### src/rtl/draw_scheduler_pkg.sv
// draw_sched_pkg: shared state encoding, default widths and layer indices for draw_scheduler
package draw_sched_pkg;
  typedef enum logic [2:0] {IDLE, SEEK, DRAW, RELEASE, FDONE} state_t;
  localparam int DEF_X_W = 9;
  localparam int DEF_Y_W = 8;
  localparam int DEF_C_W = 12;
  localparam logic [11:0] DEF_TRANSPARENT = 12'h000;
  localparam int BG = 0;
  localparam int GOLD = 1;
  localparam int STONE = 2;
  localparam int HOOK = 3;
endpackage

### src/rtl/draw_scheduler_if.sv
// draw_scheduler_if: drawer-side and VGA-side signals of the frame scheduler
interface draw_scheduler_if #(
  parameter int NUM_LAYERS = 4,
  parameter int X_W = 9,
  parameter int Y_W = 8,
  parameter int C_W = 12
);
  logic frame;
  logic [NUM_LAYERS-1:0] layer_en;
  logic [NUM_LAYERS-1:0] grant;
  logic [NUM_LAYERS-1:0] layer_done;
  logic [NUM_LAYERS*X_W-1:0] x_in;
  logic [NUM_LAYERS*Y_W-1:0] y_in;
  logic [NUM_LAYERS*C_W-1:0] c_in;
  logic [NUM_LAYERS-1:0] we_in;
  logic [X_W-1:0] x_out;
  logic [Y_W-1:0] y_out;
  logic [C_W-1:0] c_out;
  logic we_out;
  logic busy;
  logic frame_done;
  logic overrun;
  logic wd_err;
  modport master (
    output frame, layer_en, layer_done, x_in, y_in, c_in, we_in,
    input grant, x_out, y_out, c_out, we_out, busy, frame_done, overrun, wd_err
  );
  modport slave (
    input frame, layer_en, layer_done, x_in, y_in, c_in, we_in,
    output grant, x_out, y_out, c_out, we_out, busy, frame_done, overrun, wd_err
  );
endinterface

### src/rtl/draw_scheduler_pixel_port_mux.sv
// pixel_port_mux: registered layer select onto the pixel port with transparency filtering
module pixel_port_mux
  import draw_sched_pkg::*;
#(
  parameter int NUM_LAYERS = 4,
  parameter int X_W = DEF_X_W,
  parameter int Y_W = DEF_Y_W,
  parameter int C_W = DEF_C_W,
  parameter logic [C_W-1:0] TRANSPARENT = C_W'(DEF_TRANSPARENT),
  parameter logic [NUM_LAYERS-1:0] OPAQUE_MASK = NUM_LAYERS'(1),
  parameter int IW = NUM_LAYERS > 1 ? $clog2(NUM_LAYERS) : 1
) (
  input  logic clk,
  input  logic resetn,
  input  logic [IW-1:0] idx,
  input  logic sel_valid,
  input  logic [NUM_LAYERS*X_W-1:0] x_in,
  input  logic [NUM_LAYERS*Y_W-1:0] y_in,
  input  logic [NUM_LAYERS*C_W-1:0] c_in,
  input  logic [NUM_LAYERS-1:0] we_in,
  output logic [X_W-1:0] x_out,
  output logic [Y_W-1:0] y_out,
  output logic [C_W-1:0] c_out,
  output logic we_out
);
  logic [C_W-1:0] c_sel;
  assign c_sel = c_in[int'(idx)*C_W +: C_W];
  always_ff @(posedge clk or negedge resetn)
    if (!resetn) begin
      x_out <= '0;
      y_out <= '0;
      c_out <= '0;
      we_out <= 1'b0;
    end else begin
      we_out <= sel_valid && we_in[idx] && (c_sel != TRANSPARENT || OPAQUE_MASK[idx]);
      if (sel_valid) begin
        x_out <= x_in[int'(idx)*X_W +: X_W];
        y_out <= y_in[int'(idx)*Y_W +: Y_W];
        c_out <= c_sel;
      end
    end
endmodule

### src/rtl/draw_scheduler.sv
// draw_scheduler: per-frame back-to-front layer sequencer owning the VGA pixel port (watchdog: DRAW_SCHEDULER_WATCHDOG_EN)
module draw_scheduler
  import draw_sched_pkg::*;
#(
  parameter int NUM_LAYERS = 4,
  parameter int X_W = DEF_X_W,
  parameter int Y_W = DEF_Y_W,
  parameter int C_W = DEF_C_W,
  parameter logic [C_W-1:0] TRANSPARENT = C_W'(DEF_TRANSPARENT),
  parameter logic [NUM_LAYERS-1:0] OPAQUE_MASK = NUM_LAYERS'(1),
  parameter logic [16:0] WD_CYCLES = 17'd100000
) (
  input logic clk,
  input logic resetn,
  draw_scheduler_if.slave bus
);
  localparam int IW = NUM_LAYERS > 1 ? $clog2(NUM_LAYERS) : 1;
  state_t state;
  logic [NUM_LAYERS-1:0] mask, grant;
  logic [IW-1:0] idx;
  logic busy, frame_done, overrun, wd_hit, last;
  assign last = idx == IW'(NUM_LAYERS - 1);
  always_ff @(posedge clk or negedge resetn)
    if (!resetn) begin
      state <= IDLE;
      mask <= '0;
      idx <= '0;
      grant <= '0;
      busy <= 1'b0;
      frame_done <= 1'b0;
      overrun <= 1'b0;
    end else begin
      frame_done <= 1'b0;
      if (bus.frame && state != IDLE) overrun <= 1'b1;
      case (state)
        IDLE:
          if (bus.frame) begin
            mask <= bus.layer_en;
            idx <= '0;
            busy <= 1'b1;
            state <= SEEK;
          end
        SEEK:
          if (mask[idx]) begin
            grant <= NUM_LAYERS'(1) << idx;
            state <= DRAW;
          end else if (last) begin
            frame_done <= 1'b1;
            state <= FDONE;
          end else idx <= idx + 1'b1;
        DRAW:
          if (bus.layer_done[idx] || wd_hit) begin
            grant <= '0;
            state <= RELEASE;
          end
        RELEASE:
          if (last) begin
            frame_done <= 1'b1;
            state <= FDONE;
          end else begin
            idx <= idx + 1'b1;
            state <= SEEK;
          end
        default: begin
          busy <= 1'b0;
          state <= IDLE;
        end
      endcase
    end
`ifdef DRAW_SCHEDULER_WATCHDOG_EN
  logic [16:0] wd_cnt;
  logic wd_err;
  assign wd_hit = state == DRAW && wd_cnt == WD_CYCLES - 17'd1 && !bus.layer_done[idx];
  always_ff @(posedge clk or negedge resetn)
    if (!resetn) begin
      wd_cnt <= '0;
      wd_err <= 1'b0;
    end else begin
      wd_cnt <= state == DRAW ? wd_cnt + 17'd1 : '0;
      wd_err <= wd_err | wd_hit;
    end
  assign bus.wd_err = wd_err;
`else
  assign wd_hit = 1'b0;
  assign bus.wd_err = 1'b0;
`endif
  assign bus.grant = grant;
  assign bus.busy = busy;
  assign bus.frame_done = frame_done;
  assign bus.overrun = overrun;
  pixel_port_mux #(
    .NUM_LAYERS(NUM_LAYERS), .X_W(X_W), .Y_W(Y_W), .C_W(C_W),
    .TRANSPARENT(TRANSPARENT), .OPAQUE_MASK(OPAQUE_MASK), .IW(IW)
  ) u_mux (
    .clk(clk), .resetn(resetn), .idx(idx), .sel_valid(state == DRAW),
    .x_in(bus.x_in), .y_in(bus.y_in), .c_in(bus.c_in), .we_in(bus.we_in),
    .x_out(bus.x_out), .y_out(bus.y_out), .c_out(bus.c_out), .we_out(bus.we_out)
  );
endmodule

### src/flat_wrapper.sv
// flat-port wrapper written by rule: the top's interface ports become plain ports
module draw_scheduler_flat import draw_sched_pkg::*;
#(
  parameter int NUM_LAYERS = 4,
  parameter int X_W = DEF_X_W,
  parameter int Y_W = DEF_Y_W,
  parameter int C_W = DEF_C_W,
  parameter logic [C_W-1:0] TRANSPARENT = C_W'(DEF_TRANSPARENT),
  parameter logic [NUM_LAYERS-1:0] OPAQUE_MASK = NUM_LAYERS'(1),
  parameter logic [16:0] WD_CYCLES = 17'd100000
)
  (clk, resetn, bus_frame, bus_layer_en, bus_layer_done, bus_x_in, bus_y_in, bus_c_in, bus_we_in, bus_grant, bus_x_out, bus_y_out, bus_c_out, bus_we_out, bus_busy, bus_frame_done, bus_overrun, bus_wd_err);
  draw_scheduler_if #(.NUM_LAYERS(NUM_LAYERS), .X_W(X_W), .Y_W(Y_W), .C_W(C_W)) bus_i ();
  input logic clk;
  input logic resetn;
  input wire logic [$bits(bus_i.frame)-1:0] bus_frame;
  input wire logic [$bits(bus_i.layer_en)-1:0] bus_layer_en;
  input wire logic [$bits(bus_i.layer_done)-1:0] bus_layer_done;
  input wire logic [$bits(bus_i.x_in)-1:0] bus_x_in;
  input wire logic [$bits(bus_i.y_in)-1:0] bus_y_in;
  input wire logic [$bits(bus_i.c_in)-1:0] bus_c_in;
  input wire logic [$bits(bus_i.we_in)-1:0] bus_we_in;
  output wire logic [$bits(bus_i.grant)-1:0] bus_grant;
  output wire logic [$bits(bus_i.x_out)-1:0] bus_x_out;
  output wire logic [$bits(bus_i.y_out)-1:0] bus_y_out;
  output wire logic [$bits(bus_i.c_out)-1:0] bus_c_out;
  output wire logic [$bits(bus_i.we_out)-1:0] bus_we_out;
  output wire logic [$bits(bus_i.busy)-1:0] bus_busy;
  output wire logic [$bits(bus_i.frame_done)-1:0] bus_frame_done;
  output wire logic [$bits(bus_i.overrun)-1:0] bus_overrun;
  output wire logic [$bits(bus_i.wd_err)-1:0] bus_wd_err;
  assign bus_i.frame = bus_frame;
  assign bus_i.layer_en = bus_layer_en;
  assign bus_i.layer_done = bus_layer_done;
  assign bus_i.x_in = bus_x_in;
  assign bus_i.y_in = bus_y_in;
  assign bus_i.c_in = bus_c_in;
  assign bus_i.we_in = bus_we_in;
  assign bus_grant = bus_i.grant;
  assign bus_x_out = bus_i.x_out;
  assign bus_y_out = bus_i.y_out;
  assign bus_c_out = bus_i.c_out;
  assign bus_we_out = bus_i.we_out;
  assign bus_busy = bus_i.busy;
  assign bus_frame_done = bus_i.frame_done;
  assign bus_overrun = bus_i.overrun;
  assign bus_wd_err = bus_i.wd_err;
  draw_scheduler #(.NUM_LAYERS(NUM_LAYERS), .X_W(X_W), .Y_W(Y_W), .C_W(C_W), .TRANSPARENT(TRANSPARENT), .OPAQUE_MASK(OPAQUE_MASK), .WD_CYCLES(WD_CYCLES)) u_core (.clk(clk), .resetn(resetn), .bus(bus_i));
endmodule
### config.mk
export PLATFORM = sky130hd
export DESIGN_NAME = draw_scheduler_flat
export DESIGN_NICKNAME = d
export VERILOG_FILES = /design/src/rtl/draw_scheduler_pkg.sv /design/src/rtl/draw_scheduler_if.sv /design/src/rtl/draw_scheduler_pixel_port_mux.sv /design/src/rtl/draw_scheduler.sv /design/src/flat_wrapper.sv
export SDC_FILE = /design/constraint.sdc
export NUM_CORES = 1
export LEC_CHECK = 0
export BUFFER_PORTS_ARGS = -buffer_cell sky130_fd_sc_hd__buf_2
export CAP_MARGIN = 20
export CORE_UTILIZATION = 48
export CTS_BUF_LIST = sky130_fd_sc_hd__clkbuf_8
export DETAILED_ROUTE_END_ITERATION = 6
export PLACE_DENSITY = 0.88
export SYNTH_ARGS = -nofsm -noshare
export SYNTH_HDL_FRONTEND = slang
export SYNTH_HIERARCHICAL = 1
export SYNTH_SLANG_ARGS = --single-unit
### constraint.sdc
create_clock -name clk -period 5.7 [get_ports clk]
set_input_delay 0.285 -clock clk [delete_from_list [all_inputs] [get_ports clk]]
set_output_delay 0.285 -clock clk [all_outputs]
set_load 0.03 [all_outputs]
# ---- Word-level counts from Yosys, hierarchy flattened
# Cells that the tools add are included.
dict set report word_totals {
  mem_bits_ro 0
  latchBits 0
  wordCells 70
  input_bits 131
  mem_count 0
  out_inout_bits 38
  regBits 46
  ramBits 0
}
dict set report op_classes {
  bitwise 1
  shift 4
  n_mux 26
  eq_ne 9
  magnitude_cmp 1
  reduce_logical 15
  n_mul 2
  n_div 0
  add_sub_neg 1
}
# op count
set op_table {}
lappend op_table {{$shiftx 48x32->12} 1}
lappend op_table {{$shiftx 36x7->9} 1}
lappend op_table {{$shiftx 32x6->8} 1}
lappend op_table {{$mux 3} 5}
lappend op_table {{$pmux 3 s4} 1}
lappend op_table {{$reduce_bool 12->1} 1}
lappend op_table {{$reduce_and 3->1} 3}
lappend op_table {{$bmux 1 s2} 4}
lappend op_table {{$mux 4} 2}
lappend op_table {{$pmux 4 s2} 1}
lappend op_table {{$mux 1} 7}
lappend op_table {{$eq 3x2->1 const B} 2}
lappend op_table {{$mul 2x4->6 const B} 1}
lappend op_table {{$mux 2} 3}
lappend op_table {{$pmux 2 s3} 1}
lappend op_table {{$reduce_bool 3->1} 2}
lappend op_table {{$mul 2x2->4 const B} 1}
lappend op_table {{$ne 2x1->1 const B} 2}
lappend op_table {{$ne 2x2->1 const B} 2}
lappend op_table {{$pmux 1 s2} 2}
lappend op_table {{$reduce_and 2->1} 2}
lappend op_table {{$shl 1x2->4 const A} 1}
lappend op_table {{$eq 3x1->1 const B} 1}
lappend op_table {{$logic_and 1x1->1} 3}
lappend op_table {{other kinds (9)} 9}

# ---- Logic depth before layout (Yosys ltp)
dict set report depth {
  word_depth 5
  mapped_depth 6
  ltp_nobuf 4
}

# ---- Hierarchy
# Netlist, hierarchy kept.
# module cells_per_inst instances area_per_inst_um2
set by_module_without_submodules {}
lappend by_module_without_submodules {pixel_port_mux 106 1 1873.0}
lappend by_module_without_submodules {draw_scheduler 68 1 835.8}

# ---- Least setup slack after synthesis
# OpenSTA, ideal clock, no wires.
dict set report synth_path {
  path_type {reg-to-reg}
  from {register u_core.idx[0]}
  to {register u_core.u_mux.we_out}
  path_stages_with_launch 7
  setup_time_ps 136
  synth_period_minus_slack_ps 2005
  t_arrival_ps 1869
  slack_ps 3695
  required_time_ps 5564
  path_cell_list {dfrtp_1 > buf_6 > buf_8 > mux4_2 > or4_1 > nor3_1 > a31oi_1}
}
dict set report synth_via {
  elab_chain_cells 5
  word_cells_on_any_way 10
}
# element line_no
set synth_lines {}
lappend synth_lines {{start, declared} draw_scheduler.sv:20} ;# logic [IW-1:0] idx;
lappend synth_lines {{start signal, assigned} draw_scheduler.sv:50} ;# end else idx <= idx + 1'b1;
lappend synth_lines {{start signal, assigned} draw_scheduler.sv:61} ;# idx <= idx + 1'b1;
lappend synth_lines {{$mul 2x2->4} draw_scheduler_pixel_port_mux.sv:27} ;# assign c_sel = c_in[int'(idx)*C_W +: C_W];
lappend synth_lines {{$shiftx 48x32->12} draw_scheduler_pixel_port_mux.sv:27}
lappend synth_lines {{$reduce_bool 12->1} draw_scheduler_pixel_port_mux.sv:35} ;# we_out <= sel_valid && we_in[idx] && (c_sel != TRANSPARENT || OPAQUE_MASK[idx]);
lappend synth_lines {{$logic_or 1x1->1} draw_scheduler_pixel_port_mux.sv:35}
lappend synth_lines {{$logic_and 1x1->1 (*)} draw_scheduler_pixel_port_mux.sv:35}
lappend synth_lines {{end signal, assigned} draw_scheduler_pixel_port_mux.sv:35}
lappend synth_lines {{end, declared} draw_scheduler_pixel_port_mux.sv:24} ;# output logic we_out
# Every way passes the cells marked *; elsewhere a longest branch is shown, timed or not. The select of a mux whose other input is x is not followed.
# A chain may end at the register's enable or synchronous reset.

# ---- Worst setup path in the final report
# Same ends and word-level chain as after synthesis.

==> results.cfg <==
[outcome]
status = complete, no violations

[clock_tree]
cts_sinks = 46
cts_max_level = 2
root_buffer = clkbuf_8
clk_path_buf_depth = 2
numCtsBuffers = 5
cts_setup_buffers = 0
cts_resized = 0
cts_tree = built
clock_latency_ps = 290
cts.hold.buffers_added = 0
path_clk_slew_ps = 80

[worst_setup_path]
critical_path.cell_chain = buf_12 -> mux4_2 -> or4_1 -> nor3_1 -> a31oi_1
cp_max_fo = 21
worstSetupStartpointType = flip-flop
critPathKind = flip-flop to flip-flop
worst-path-buf-inv = 1
crit_path_end_kind = flip-flop
required_ps = 5870
crit_family = simple AND/OR/NAND/NOR gates
crit_slowest_cell = dfrtp_2
max_stage_delay_ps = 680
arrival_ps = 2590

[placement]
gp_congestion = 0.766
dpl.hpwl_microns = 5460
dpl.cell_count = 399
port_buffers = 167

[yosys]
async_flop_share_pct = 100
synthSimpleGateAreaFrac_pct = 5.82
synth_warnings = 6
synth.avg_cell_area_sq_um = 15.6
syn-num-nets = 309
syn_area_sq_um = 2710
synth_xor_area_share_pct = 0
synth.area.mux_share_pct = 42.0
synth_edf_count = 0
synth_top_family_by_area = multiplexers
synth-compound-area-share_pct = 3.93
synth_seq_cells = 46
synth.distinct_cells = 35
synth_fa_ha_area_share_pct = 1.85
syn_inst = 174
ys.flop_type = dfrtp_1
yosysSeqAreaShare_pct = 42.5

[pwr]
total_power_mw = 1.87
peakVddDrop_uv = 280
power_density_nw_per_um2 = 507
leakagePower_nw = 1.77

[routing]
final_antenna_net_count = 0
drtIter0Drc = 93
drc = 0
vias_per_cell = 5.63
drtPass1Iterations = 4
routed_wl_microns = 6970
post_drt_wl_per_cell_microns = 17.1
num_vias = 2295

[layout]
diodes = 0
syn_to_final_growth_pct = 36.4
final_common_cell = buf_2
num-nets-final = 474
final_cell_mix = 167 x buf_2, 45 x dfrtp_1, 33 x mux2_2
fillCellCount = 388
final_core_util_pct = 70.1
final_layout_size_suffix_gt1_share_pct = 71.3
fin_cells = 408

[floorplanning]
die_h_microns = 77.1
core_sq_um = 5270
die_w_microns = 77.1
start_util_pct = 51.4
io_pins = 169
dieArea_sq_um = 5950
rows = 26

[global_route]
grt_first_pass_wirelength_microns = 11400
grt_pass1_vias = 2377
antenna_found_initial = 0
grt_max_degree = 47
gr-total-overflow = 0
grt_usage_pct = 25.1

[timing]
hold_viol = 0
fin_crit_sh_pct = 42.4
setup_tns_ps = 0
slew_headroom_pct = 55.8
fin_crit_ps = 2420
drv_slew = 0
setup_viol = 0
tightest_slew_ps = 662
fin_skew_ps = 8.36
rsz0062_at_grt = no
timing.fmax_ghz = 0.414

[flow_run]
maxCapViolCount = 0

[hold_path]
hold_class = input pin to flip-flop
-- per-stage QoR --
step	hold WS [ps]	cell area (sq um)	setup WS, ps
floorplan	-10.6	2710	3700
global placement	446	3560	3050
detailed placement	450	3560	3040
CTS	196	3640	3020
global route	219	3690	3120
finish	229	3690	3280
-- metal layers --
| layer | GRT usage, % | up-vias | part of all wire (%) |
|---|---|---|---|
| met5 | 0 | - | 0 |
| met4 | 9.62 | 0 | 2.1 |
| met3 | 5.24 | 14 | 7.6 |
| met2 | 44.5 | 127 | 51 |
| met1 | 29.6 | 1133 | 39 |
| li1 | - | 1021 | - |
-- synthesized netlist by cell type (2+ instances only) --
cell / count / area, sq um
dfrtp_1: 46 / 1150
mux2_2: 33 / 372
mux4_2: 25 / 563
mux4_1: 7 / 184
inv_1: 5 / 18.8
nor3b_1: 5 / 37.5
a21oi_1: 4 / 20.0
a221o_1: 4 / 40.0
clkbuf_1: 4 / 15.0
ha_1: 4 / 50.1
nand2_1: 4 / 15.0
buf_2: 3 / 15.0
nand2b_1: 3 / 18.8
buf_1: 2 / 7.51
buf_4: 2 / 15.0
mux2i_1: 2 / 20.0
nor2_1: 2 / 7.51
nor3_1: 2 / 10.0
-- cells by family (layout without fill, tap and decap cells) --
group,count (synthesis),after routing
simple gates,24,24
mux,67,67
buf+inv,19,183
fa+ha+maj,4,4
flops,46,46
compound gates,13,13
other cells,1,1
-- flip-flops by register name (all words and copies together) (netlist names) --
signal,flops
u_core/state,3
u_core/bus.frame_done,1
u_core/bus.busy,1
u_core/idx,2
u_core/mask,4
u_core/bus.overrun,1
u_core/bus.grant,4
u_core/u_mux/c_out,12
u_core/u_mux/we_out,1
u_core/u_mux/y_out,8
u_core/u_mux/x_out,9
-- path summary, 6_finish.rpt --
check	slack [ps]	endpoint	start	cells after the start
setup reg to reg	3280	u_core/u_mux/we_out	u_core/idx[0]	5
setup / recovery	3280	u_core/u_mux/we_out	u_core/idx[0]	5
max in group asynchronous	4740	u_core/idx[0]	resetn	3
min in group asynchronous	460	u_core/u_mux/x_out[5]	resetn	2
hold / removal	230	u_core/mask[2]	bus_layer_en[2]	2
hold reg to reg	470	u_core/bus.overrun	u_core/bus.overrun	1
-- final cells by class --
class	instances	area, sq um	share of cell area (%)
Sequential cell	46	1150	31.2
Tap cell	70	87.6	2.37
Inverter	6	22.5	0.610
Multi-Input combinational cell	109	1460	39.4
Timing Repair Buffer	171	893	24.2
Clock buffer	6	82.6	2.24
-- power by group --
group / total [mW] / switching (mW) / leakage, nW / internal (mW)
clock network: 0.190 / 0.0970 / 0.0431 / 0.0935
registers: 0.593 / 0.114 / 0.552 / 0.480
logic: 1.09 / 0.581 / 1.17 / 0.507
Power figures use the tool's default switching activity.
